<file path="config.mk">
export PLATFORM = sky130hd
export DESIGN_NAME = stoch_gen
export DESIGN_NICKNAME = d
export VERILOG_FILES = /design/src/rtl/stoch_pkg.sv /design/src/rtl/stoch_lfsr.sv /design/src/rtl/stoch_gen.sv
export SDC_FILE = /design/constraint.sdc
export NUM_CORES = 1
export LEC_CHECK = 0
export BUFFER_PORTS_ARGS = -buffer_cell sky130_fd_sc_hd__buf_2
export CELL_PAD_IN_SITES_DETAIL_PLACEMENT = 1
export CELL_PAD_IN_SITES_GLOBAL_PLACEMENT = 1
export CORE_MARGIN = 3
export CORE_UTILIZATION = 48
export CTS_CLUSTER_SIZE = 8
export DETAILED_ROUTE_END_ITERATION = 16
export PLACE_DENSITY = 0.91
export SYNTH_ARGS = -nofsm -noshare
export SYNTH_HDL_FRONTEND = slang
export SYNTH_SLANG_ARGS = --single-unit
export TNS_END_PERCENT = 1
</file>
<file path="constraint.sdc">
create_clock -name clk -period 3.7 [get_ports clk]
set_input_delay 0.555 -clock clk [delete_from_list [all_inputs] [get_ports clk]]
set_output_delay 0.555 -clock clk [all_outputs]
set_load 0.02 [all_outputs]
</file>
<file path="src/rtl/stoch_pkg.sv">
// rtl/stoch_pkg.sv - shared state type and LFSR tap table for the stochastic generator
package stoch_pkg;

  typedef enum logic {
    IDLE = 1'b0,
    RUN  = 1'b1
  } state_t;

  // Maximal-length Fibonacci taps, bit k-1 set for tap k; entry i serves width i+4
  localparam logic [15:0] TAP_TABLE [0:12] = '{
    16'h000C, 16'h0014, 16'h0030, 16'h0060, 16'h00B8, 16'h0110, 16'h0240,
    16'h0500, 16'h0829, 16'h100D, 16'h2015, 16'h6000, 16'hD008
  };

  function automatic logic [15:0] tap_mask(input int n);
    if (n < 4 || n > 16) return 16'h0000;
    return TAP_TABLE[n - 4];
  endfunction

endpackage

</file>
<file path="src/rtl/stoch_lfsr.sv">
// rtl/stoch_lfsr.sv - N-bit maximal-length Fibonacci LFSR with load and step enable
module stoch_lfsr #(
  parameter int           N    = 8,
  parameter logic [N-1:0] INIT = {{(N-1){1'b0}}, 1'b1}
) (
  input  logic         clk,
  input  logic         rst,
  input  logic         load,
  input  logic [N-1:0] seed,
  input  logic         en,
  output logic [N-1:0] q
);
  import stoch_pkg::*;

  localparam logic [15:0]  TAPS_FULL = tap_mask(N);
  localparam logic [N-1:0] TAPS      = TAPS_FULL[N-1:0];

  logic fb;

  assign fb = ^(q & TAPS);

  always_ff @(posedge clk or posedge rst) begin
    if (rst) begin
      q <= INIT;
    end else if (load) begin
      q <= seed;
    end else if (en) begin
      q <= {q[N-2:0], fb};
    end
  end

endmodule

</file>
<file path="src/rtl/stoch_gen.sv">
// rtl/stoch_gen.sv - binary-to-stochastic bitstream generator, one 2^N-1 bit frame per start
// STOCH_GEN_BIPOLAR_EN selects two's complement (bipolar) encoding instead of unsigned.
module stoch_gen #(
  parameter int N    = 8,
  parameter int SEED = 1
) (
  input  logic         clk,
  input  logic         rst,
  input  logic         start,
  input  logic [N-1:0] value,
  output logic         busy,
  output logic         valid,
  output logic         Y,
  output logic         done
);
  import stoch_pkg::*;

  localparam logic [N-1:0] ONE      = {{(N-1){1'b0}}, 1'b1};
  localparam logic [N-1:0] SEED_RAW = SEED[N-1:0];
  localparam logic [N-1:0] SEED_EFF = (SEED_RAW == '0) ? ONE : SEED_RAW;
  localparam logic [N-1:0] LAST_IDX = {{(N-1){1'b1}}, 1'b0};

  state_t       state, state_nxt;
  logic [N-1:0] cnt, op_q, op_in, lfsr_q;
  logic         y_q, y_nxt, accept, last, lfsr_load, lfsr_en;

`ifdef STOCH_GEN_BIPOLAR_EN
  assign op_in = {~value[N-1], value[N-2:0]};
`else
  assign op_in = value;
`endif

  stoch_lfsr #(.N(N), .INIT(SEED_EFF)) u_lfsr (
    .clk  (clk),
    .rst  (rst),
    .load (lfsr_load),
    .seed (SEED_EFF),
    .en   (lfsr_en),
    .q    (lfsr_q)
  );

  always_ff @(posedge clk or posedge rst) begin
    if (rst) state <= IDLE;
    else     state <= state_nxt;
  end

  // The LFSR is reloaded every idle cycle, so it holds the seed when start
  // arrives and the accept edge can already register the first frame bit.
  always_comb begin
    state_nxt = state;
    accept    = 1'b0;
    last      = 1'b0;
    lfsr_load = 1'b0;
    lfsr_en   = 1'b0;
    y_nxt     = 1'b0;
    case (state)
      IDLE: begin
        if (start) begin
          accept    = 1'b1;
          state_nxt = RUN;
          lfsr_en   = 1'b1;
          y_nxt     = (lfsr_q <= op_in);
        end else begin
          lfsr_load = 1'b1;
        end
      end
      RUN: begin
        last = (cnt == LAST_IDX);
        if (last) begin
          state_nxt = IDLE;
          lfsr_load = 1'b1;
        end else begin
          lfsr_en = 1'b1;
          y_nxt   = (lfsr_q <= op_q);
        end
      end
      default: state_nxt = IDLE;
    endcase
  end

  always_ff @(posedge clk or posedge rst) begin
    if (rst) begin
      cnt  <= '0;
      op_q <= '0;
      y_q  <= 1'b0;
    end else begin
      y_q <= y_nxt;
      if (accept) begin
        cnt  <= '0;
        op_q <= op_in;
      end else if (state == RUN) begin
        cnt <= cnt + ONE;
      end
    end
  end

  assign busy  = (state == RUN);
  assign valid = busy;
  assign done  = last;
  assign Y     = y_q;

endmodule

</file>
==> impl_metrics.csv <==
group,metric,value,unit
status,status,"completed",
timing,final_min_period_over_clock_period,59.4,%
timing,max_freq,0.455,GHz
grt,overflow,0,
clock_network,postCtsSetupBuffers,0,
routing,vias,1168,
flow_run,maxCapViolations,0,
timing,setup_violations,0,
clock_network,cts_tree,"done",
routing,drt_pass1_iterations,4,
logic_synthesis,yosysTopAreaCell,"dfrtp_1",
routing,avgViaCountPerCell,5.75,
timing,period_needed,2.20,ns
final_layout,synthToLayoutAreaGrowth,7.61,%
placement,dpl_worst_slack,1.86,ns
clock_network,insertion_delay,0.32,ns
final_layout,diodes,0,
timing,grt_setup_unrepaired,"no",
setup_path,crit_path_end_kind,"primary output",
logic_synthesis,synth_compound_area_share,12.7,%
final_layout,drive_above_1_share,14.0,%
setup_path,crit_fanout,10,
routing,wirelength,3.36,mm
logic_synthesis,synth_fa_ha_area_share,15.2,%
logic_synthesis,syn_avg_cell_area,9.36,µm²
power,power_density,680,nW/µm²
timing,setup_ws,1.50,ns
placement,io_buffers,14,
setup_path,criticalPathCategory,"flop to primary output",
logic_synthesis,synth_nets,187,
logic_synthesis,ys_seq_elements,26,
logic_synthesis,netlist_area,1480,µm²
grt,grt_max_degree,27,
grt,grt_pass1_vias,1289,
timing,drv_slew,0,
setup_path,ff2ff_path_depth,6,
setup_path,required,3.14,ns
logic_synthesis,synthSimpleGateAreaFrac,18.5,%
final_layout,final_cell_mix,"dfrtp_1 (25), nand2_1 (21), inv_1 (18), ha_1 (18)",
routing,first_iter_violations,18,
routing,avgRoutedWirePerCell,16.5,µm
logic_synthesis,synth_top_cell_area_share,42.3,%
logic_synthesis,ys_types,32,
placement,place.detailed.hpwl,2.69,mm
logic_synthesis,seq_area_frac_synth,44.1,%
floorplanning,rows,19,
floorplanning,dieArea,3780,µm²
logic_synthesis,synth_xor_area_share,1.78,%
clock_network,cts_root_buffer,"clkbuf_4",
power,p_leak,0.754,nW
final_layout,final_common_cell,"dfrtp_1",
floorplanning,dieHeight,61.5,µm
final_layout,fin_nets,202,
floorplanning,io_pins,15,
clock_network,clock_path_buffers,2,
logic_synthesis,ys_top_cells_by_area,"dfrtp_1 (42%), ha_1 (15%), nand2_1 (5.3%)",
grt,grtUsageTotal,20.2,%
placement,place.gp.congestion,0.803,
timing,finalSetupTns,0,ns
clock_network,holdBufCountCts,0,
grt,grt_pass1_wl,5.61,mm
routing,ant_nets,0,
timing,clock_skew,0.00670,ns
clock_network,cts.clk_slew.worst_paths,0.14,ns
setup_path,crit_arrival,1.64,ns
timing,finalHoldViolCount,0,
logic_synthesis,ys.warnings.count,0,
floorplanning,initial_core_util,51.8,%
logic_synthesis,synth_top_family_by_area,"simple AND/OR/NAND/NOR gates",
timing,max_slew_margin,32.7,%
logic_synthesis,synthCells,158,
clock_network,cts-buffers-inserted,3,
min_path,hp-class,"input pin to async pin",
setup_path,critPathLaunchType,"flop",
logic_synthesis,synth_mux_area_share,1.35,%
grt,grt_antenna_before_repair,0,
power,irDropWorstVdd,0.351,mV
clock_network,ctsResizeCount,0,
timing,tightestPinTransition,1.01,ns
clock_network,cts_sinks,26,
routing,drc,0,
clock_network,cts.htree.levels,1,
floorplanning,core,2850,µm²
floorplanning,chipWidth,61.5,µm
flip-flops by register name, summed over array words and instances, names as in the netlist:
| register | count |
|---|---|
| u_lfsr.q | 8 |
| Y | 1 |
| cnt | 8 |
| busy | 1 |
| op_q | 8 |
final timing paths:
path / startpoint / end / slack, ns
max reg2reg: u_lfsr.q[0] / Y / 1.98
min reg2reg: cnt[7] / cnt[7] / 0.50
min in group clk: value[7] / op_q[7] / 0.45
min: rst / busy / 0.44
max: busy / done / 1.50
max in group asynchronous: rst / u_lfsr.q[2] / 2.67
synth_stat cells:
library cell and count:
and2_1 6, nor2_1 3, a31oi_1 1, nor4_4 1
or3_1 1, mux2i_1 2, nor2b_1 2, dfrtp_1 25
buf_4 1, nand2_2 1, o21ai_1 4, inv_2 1
xor2_1 2, ha_1 18, buf_2 3, nand2_1 21
nand4_1 6, xnor2_1 1, o211ai_1 2, inv_1 18
o21a_1 1, a21oi_1 9, o21ai_0 14, nor2_2 2
nand3_1 4, nand2b_1 1, nor3_1 2, nor4_1 1
o31ai_1 2, dfstp_2 1, a31o_2 1, nand3b_1 1
where the power goes:
part           switching (mW)  internal [mW]
registers               0.108          0.390
clock network          0.0823         0.0422
logic                   0.249          0.211
through the flow:
| step | power [mW] | cells | util (%) | cell area, µm² | hold slack (ns) |
|---|---|---|---|---|---|
| 2_1_floorplan | 0.811 | 158 | - | 1480 | 0.445 |
| 3_3_place_gp | 0.899 | 199 | 54.9 | 1570 | 0.462 |
| 3_5_place_dp | 0.964 | 199 | 54.9 | 1570 | 0.481 |
| 4_1_cts | 1.09 | 203 | 55.8 | 1590 | 0.452 |
| 5_1_grt | 1.18 | 203 | 55.8 | 1590 | 0.456 |
| 6_report | 1.08 | 203 | 55.8 | 1590 | 0.438 |
critical path, cell delays in order, from the launching register on:
cell	delay [ns]
dfrtp_1	0.57
inv_2	0.17
nor4_4	0.36
buf_2	0.22
final cells by class:
type | count | area [µm²]
repair buffers | 14 | 70.1
inverters | 19 | 71.3
clock buffers | 4 | 26.3
multi-input cells | 109 | 733
well taps | 31 | 38.8
flip-flops and latches | 26 | 652
fillers | 340 | 1260
layer usage:
layer  vias to the layer above  share of wire (%)  GRT usage (%)
met5                         -                  0              0
li1                        565                  -              -
met4                         0                2.2           10.9
met3                        10                2.0           2.94
met1                       575                 43           23.6
met2                        18                 53           35.3
kinds of logic after synthesis:
logic type	count (synthesis)
xor+xnor	3
mux	2
fa+ha+maj	18
buf+inv	23
flops	26
compound gates	34
simple gates	52
No activity file was read; power rests on OpenSTA's default activity.
